**src/rtl/display_scan_scheduler_pkg.sv**
```systemverilog
// Shared types and constants for the four-digit multiplexed BCD display scanner.
package display_pkg;

    localparam int NUM_DIGITS = 4;
    localparam int DIGIT_W    = 4;
    localparam int SEL_W      = 3;
    localparam int VALUE_W    = NUM_DIGITS * DIGIT_W;

    typedef enum logic {
        IDLE = 1'b0,
        SCAN = 1'b1
    } state_e;

    // Select one BCD nibble of a packed four-digit value; index 0 is the units digit.
    function automatic logic [DIGIT_W-1:0] nibble_at(input logic [VALUE_W-1:0] v,
                                                     input logic [1:0]         idx);
        logic [DIGIT_W-1:0] r;
        r = v[3:0];
        case (idx)
            2'd0: r = v[3:0];
            2'd1: r = v[7:4];
            2'd2: r = v[11:8];
            2'd3: r = v[15:12];
            default: r = v[3:0];
        endcase
        return r;
    endfunction

endpackage

```
**src/rtl/display_scan_scheduler_dwell_timer.sv**
```systemverilog
// Dwell prescaler: counts clock cycles while not cleared and flags the last cycle of each dwell.
module dwell_timer #(
    parameter int DWELL_CYCLES = 100000
) (
    input  logic clk,
    input  logic rst,
    input  logic clear,
    output logic tick
);

    localparam int CW = (DWELL_CYCLES > 1) ? $clog2(DWELL_CYCLES) : 1;
    localparam logic [CW-1:0] LAST = CW'(DWELL_CYCLES - 1);

    logic [CW-1:0] count;

    // With a single-cycle dwell the count is pinned at zero and tick is always high.
    assign tick = (count == LAST);

    always_ff @(posedge clk) begin
        if (rst || clear) begin
            count <= '0;
        end else if (tick) begin
            count <= '0;
        end else begin
            count <= count + CW'(1);
        end
    end

endmodule

```
**src/rtl/display_scan_scheduler.sv**
```systemverilog
// Multiplexed four-digit BCD display scanner with a one-deep pending buffer swapped in at frame boundaries.
// Build option LEADING_ZERO_BLANK_EN keeps leading-zero digits dark (the units digit is always lit).
module display_scan_scheduler
    import display_pkg::*;
#(
    parameter int DWELL_CYCLES = 100000
) (
    input  logic               clk,
    input  logic               rst,
    input  logic               en,
    input  logic [VALUE_W-1:0] bcd_in,
    input  logic               bcd_valid,
    output logic               bcd_ready,
    output logic [SEL_W-1:0]   digit_sel,
    output logic [DIGIT_W-1:0] digit,
    output logic [3:0]         anode_n,
    output logic               frame_done,
    output state_e             state_dbg
);

    // Handshake: a value is transferred on any rising edge where bcd_valid and bcd_ready are both 1;
    // bcd_ready is low exactly while the pending buffer holds a value not yet shown.

    localparam logic [SEL_W-1:0] LAST_SEL = SEL_W'(NUM_DIGITS - 1);

    state_e             state;
    logic [VALUE_W-1:0] disp_val;
    logic [VALUE_W-1:0] pend_val;
    logic               pend_full;

    logic               tick;
    logic               timer_clear;
    logic               scanning;
    logic               wrap;
    logic               accept;
    logic               move;
    logic [VALUE_W-1:0] disp_nxt;
    logic [SEL_W-1:0]   sel_nxt;
    logic [3:0]         anode_nxt;

    dwell_timer #(
        .DWELL_CYCLES(DWELL_CYCLES)
    ) u_dwell (
        .clk  (clk),
        .rst  (rst),
        .clear(timer_clear),
        .tick (tick)
    );

    function automatic logic [3:0] slot_anode(input logic [VALUE_W-1:0] v,
                                              input logic [1:0]         idx);
`ifdef LEADING_ZERO_BLANK_EN
        logic [3:0] onehot;
        logic [3:0] has_sig;
        onehot     = 4'b0001 << idx;
        has_sig[3] = |v[15:12];
        has_sig[2] = has_sig[3] | (|v[11:8]);
        has_sig[1] = has_sig[2] | (|v[7:4]);
        has_sig[0] = 1'b1;
        return ~(onehot & has_sig);
`else
        logic [3:0] onehot;
        onehot = 4'b0001 << idx;
        if (v == '0) begin
            onehot = onehot;
        end
        return ~onehot;
`endif
    endfunction

    assign bcd_ready   = ~pend_full;
    assign state_dbg   = state;
    assign timer_clear = (state != SCAN) || !en;
    assign scanning    = (state == SCAN) && en;
    assign wrap        = scanning && tick && (digit_sel == LAST_SEL);
    assign accept      = bcd_valid && !pend_full;
    // IDLE hands a pending value over right away; SCAN waits for the frame wrap.
    assign move        = pend_full && ((state == IDLE) || wrap);
    assign disp_nxt    = move ? pend_val : disp_val;

    always_comb begin
        sel_nxt = '0;
        if (scanning) begin
            if (tick) begin
                sel_nxt = (digit_sel == LAST_SEL) ? '0 : digit_sel + SEL_W'(1);
            end else begin
                sel_nxt = digit_sel;
            end
        end
    end

    // Next cycle is a SCAN cycle exactly when en is high, so that decides lit vs blank.
    assign anode_nxt = en ? slot_anode(disp_nxt, sel_nxt[1:0]) : 4'b1111;

    always_ff @(posedge clk) begin
        if (rst) begin
            state      <= IDLE;
            digit_sel  <= '0;
            digit      <= '0;
            anode_n    <= 4'b1111;
            frame_done <= 1'b0;
            disp_val   <= '0;
            pend_val   <= '0;
            pend_full  <= 1'b0;
        end else begin
            state      <= en ? SCAN : IDLE;
            digit_sel  <= sel_nxt;
            digit      <= nibble_at(disp_nxt, sel_nxt[1:0]);
            anode_n    <= anode_nxt;
            frame_done <= wrap;
            disp_val   <= disp_nxt;
            if (accept) begin
                pend_val  <= bcd_in;
                pend_full <= 1'b1;
            end else if (move) begin
                pend_full <= 1'b0;
            end
        end
    end

endmodule

```
**config.mk**
```make
export PLATFORM = sky130hd
export DESIGN_NAME = display_scan_scheduler
export DESIGN_NICKNAME = d
export VERILOG_FILES = /design/src/rtl/display_scan_scheduler_pkg.sv /design/src/rtl/display_scan_scheduler_dwell_timer.sv /design/src/rtl/display_scan_scheduler.sv
export SDC_FILE = /design/constraint.sdc
export NUM_CORES = 1
export LEC_CHECK = 0
export CORE_MARGIN = 2
export CORE_UTILIZATION = 40
export DETAILED_ROUTE_END_ITERATION = 10
export HOLD_SLACK_MARGIN = 0.06
export SKIP_LAST_GASP = 1
export SYNTH_ARGS = -nofsm -noshare
export SYNTH_HDL_FRONTEND = slang
export SYNTH_SLANG_ARGS = --single-unit
```
**constraint.sdc**
```tcl
create_clock -name clk -period 2.6 [get_ports clk]
set_input_delay 0.52 -clock clk [delete_from_list [all_inputs] [get_ports clk]]
set_output_delay 0.52 -clock clk [all_outputs]
set_load 0.01 [all_outputs]
```
==> results.cfg <==
[routing]
drt_wirelength_um = 4950
drtAntennaViolNets = 0
drc = 0
via_count = 1865
first_pass_iters = 4
route.detailed.vias_per_inst = 4.90
drt-wirelength-per-cell_um = 13.0
drt_iter0_markers = 84

[placed_design]
dp.cells = 365
detailedPlace.worstSlack_ns = 0.379
place_congestion = 0.766
place_hpwl_um = 3280
place.port_buffers = 33

[synth]
synth_seq_area_share = 0.502
leading_area_contributor_after_synthesis = sky130_fd_sc_hd__dfxtp_1
syn_inst = 266
synth.lib_cells_used.distinct = 36
synth_edf_count = 0
yosys_register_bits = 63
asyncSetResetFlopFracSynth = 0
syn-num-nets = 288
most_instantiated_cells_after_synthesis = 63 x sky130_fd_sc_hd__dfxtp_1, 46 x sky130_fd_sc_hd__nand2_1, 33 x sky130_fd_sc_hd__nor2_1
synthesis.yosys.warnings = 0
post-synth-top-count-cell = sky130_fd_sc_hd__dfxtp_1
flip_flop_cell_with_the_highest_count_after_synthesis = sky130_fd_sc_hd__dfxtp_1
synth.area.top_cells = sky130_fd_sc_hd__dfxtp_1 50%, sky130_fd_sc_hd__mux2i_1 9.6%, sky130_fd_sc_hd__nand2_1 6.9%
cell_area_synth_um2 = 2510
synth_top_cell_area_share = 0.502
synthesis.area_per_instance_um2 = 9.45

[floorplan]
die_area_um2 = 6930
floorplan.core_area_um2 = 5990
starting_density = 0.420
die_w_um = 83.3
io-pin-count = 34
floorplan.die.height_um = 83.3
num_rows = 28

[timing]
slew-limit-headroom = 0.623
clock.fmax_mhz = 443
setup-tns-final_ns = 0
timing_worst_slew_pin_value_ns = 0.564
hold_vio_cnt_final = 0
fin_skew_ns = 0.00638
min_period_ns = 2.26
timing.final.ws_setup_ns = 0.341
grt_setup_unrepaired = no
timing.final.crit_share = 0.869
maxSlewViolCount = 0
finalSetupViolations = 0

[pwr]
power.static_leakage_nw = 1.09
power_frac_comb = 0.066
net-switching-power_mw = 0.426
power_per_cell_area_nw_per_um2 = 611
share_clk_of_total_power = 0.399
cellInternalPower_mw = 1.45
p_seq_frac = 0.535
ir_worst_vdd_v = 0.000309
p_total_mw = 1.87
switching_share = 0.228

[grt]
antenna_found_initial = 0
grt_max_degree = 35
first_global_vias = 1774
grt_overflow = 0
gr-usage-all-layers = 0.152
grt_pass1_wl_um = 8360

[worst_hold_path]
worst_hold_path_type = flip-flop to flip-flop
hp-start = pend_val[15]$_SDFFE_PP0P_
min_delay_worst_endpoint = pend_val[15]$_SDFFE_PP0P_
worst_hold_path.num_cells = 2

[clock_network]
numClockSinks = 63
cts_tree = done
cts_buffers = 9
cts_max_path_buffers = 2
postCtsResizedCells = 0
postCtsSetupBuffers = 0
clock_insertion_delay_worst_skew_ns = 0.34
htreeDepth = 3
cts_root_buffer = sky130_fd_sc_hd__clkbuf_8
cts_hold_repair.buffers = 0
clkTransAtPathRegs_ns = 0.07

[finish]
final.fill_count = 560
layoutNonFillerInstCount = 381
postLayoutCoreUtil = 0.512
post_route_cells_drive_above_1_share = 0.0915
final_nets = 323
area_growth_syn_to_layout_pct = 22.1
diodes = 0

[critical_path]
required_ns = 2.83
reg_to_reg_endpoint = digit[3]$_SDFF_PP0_
timing.reg2reg.worst_path_depth = 8
setup.reg_to_reg.worst_slack_ns = 0.34
cp-end-kind = flip-flop
arrival_ns = 2.49
worst-path-max-fanout = 16
path_class = flip-flop to flip-flop
source_of_the_critical_timing_path = u_dwell.count[0]$_SDFF_PP0_
cp-start-kind = flip-flop
rr_startpoint = u_dwell.count[0]$_SDFF_PP0_

[job]
count_of_max_cap_constraint_violations = 0

[outcome]
run_status = finished clean
-- worst max-delay path by stage --
stage / to / slack, ns / cells past startpoint
final: digit[3]$_SDFF_PP0_ / 0.34 / 8
after detailed placement: digit[3]$_SDFF_PP0_ / 0.38 / 7
after global placement: digit[0]$_SDFF_PP0_ / 0.42 / 7
after global routing: digit[3]$_SDFF_PP0_ / 0.17 / 8
after floorplan: digit[2]$_SDFF_PP0_ / 0.53 / 9
after CTS: digit[3]$_SDFF_PP0_ / 0.33 / 8
-- worst max-delay path, cell delays in order, from the launching register on --
cell	delay [ns]
sky130_fd_sc_hd__dfxtp_1	0.37
sky130_fd_sc_hd__ha_1	0.22
sky130_fd_sc_hd__and4_1	0.36
sky130_fd_sc_hd__nand4_2	0.19
sky130_fd_sc_hd__o22ai_4	0.18
sky130_fd_sc_hd__buf_12	0.19
sky130_fd_sc_hd__mux2i_1	0.28
sky130_fd_sc_hd__mux2i_1	0.12
sky130_fd_sc_hd__a22o_1	0.24
-- area by class of cell --
cell class / count / area, um^2 / area share
tap: 75 / 93.8 / 0.0306
inverter: 3 / 11.3 / 0.00367
sequential: 63 / 1260 / 0.411
multi-input combinational: 186 / 1140 / 0.373
clock inverter: 3 / 17.5 / 0.00571
timing repair buffer: 38 / 380 / 0.124
clock buffer: 13 / 159 / 0.0518
-- power groups by stage --
stage / Sequential (mW) / Clock, mW / Combinational, mW
after detailed placement: 1.02 / 0 / 0.126
after global routing: 1.00 / 0.825 / 0.138
after floorplan: 1.02 / 0 / 0.0722
after global placement: 1.02 / 0 / 0.124
final: 1.00 / 0.748 / 0.124
after CTS: 1.00 / 0.770 / 0.126
-- per-layer routing --
metal,share of wire,vias up,wire [um],track usage
met5,0,-,0,0
met4,0.014,0,71,0.0671
met3,0.039,9,191,0.0537
met2,0.44,34,2190,0.232
met1,0.50,857,2500,0.192
li1,-,965,-,-
-- metrics by stage --
step	instance area (um^2)	hold slack, ns
after floorplan	2510	0.426
after global placement	2890	0.442
after detailed placement	2890	0.452
after CTS	3070	0.462
after global routing	3070	0.484
final	3070	0.457
-- kinds of logic after synthesis --
family,share of synthesized area
AO/OA/AOI/OAI,0.0791
XOR/XNOR,0.0383
adder cells (fa/ha/maj),0.00995
buffers and inverters,0.0428
flip-flops,0.502
multiplexers,0.101
AND/OR/NAND/NOR,0.227
-- flip-flops by register name, indices dropped and copies added (netlist names), 3 cells and up --
name	count
u_dwell.count	17
disp_val	16
pend_val	16
anode_n	4
digit	4
digit_sel	3
-- layout by cell type (no fill, tap or decap), drive strengths merged --
| cell | netlist | routed |
|---|---|---|
| clkinvlp | 0 | 1 |
| nor2 | 35 | 35 |
| and4bb | 3 | 3 |
| xor2 | 10 | 10 |
| nor4b | 2 | 2 |
| buf | 4 | 5 |
| inv | 3 | 3 |
| ha | 2 | 2 |
| o22ai | 1 | 1 |
| or2 | 1 | 1 |
| clkdlybuf4s50 | 0 | 33 |
| nor2b | 2 | 2 |
| mux2i | 25 | 25 |
| a21o | 1 | 1 |
| nand2 | 46 | 46 |
| dfxtp | 63 | 63 |
| and4 | 2 | 2 |
| a22o | 4 | 4 |
| clkbuf | 10 | 13 |
| a21oi | 21 | 21 |
| o21ai | 5 | 5 |
| nand3b | 1 | 1 |
| xnor2 | 1 | 1 |
| or3 | 4 | 4 |
| nand4 | 5 | 5 |
| and2b | 2 | 2 |
| clkinv | 0 | 2 |
| nor3b | 1 | 1 |
| a31oi | 1 | 1 |
| nand3 | 8 | 8 |
| and3 | 3 | 3 |
Note: power is estimated with default switching activity, not from simulation.
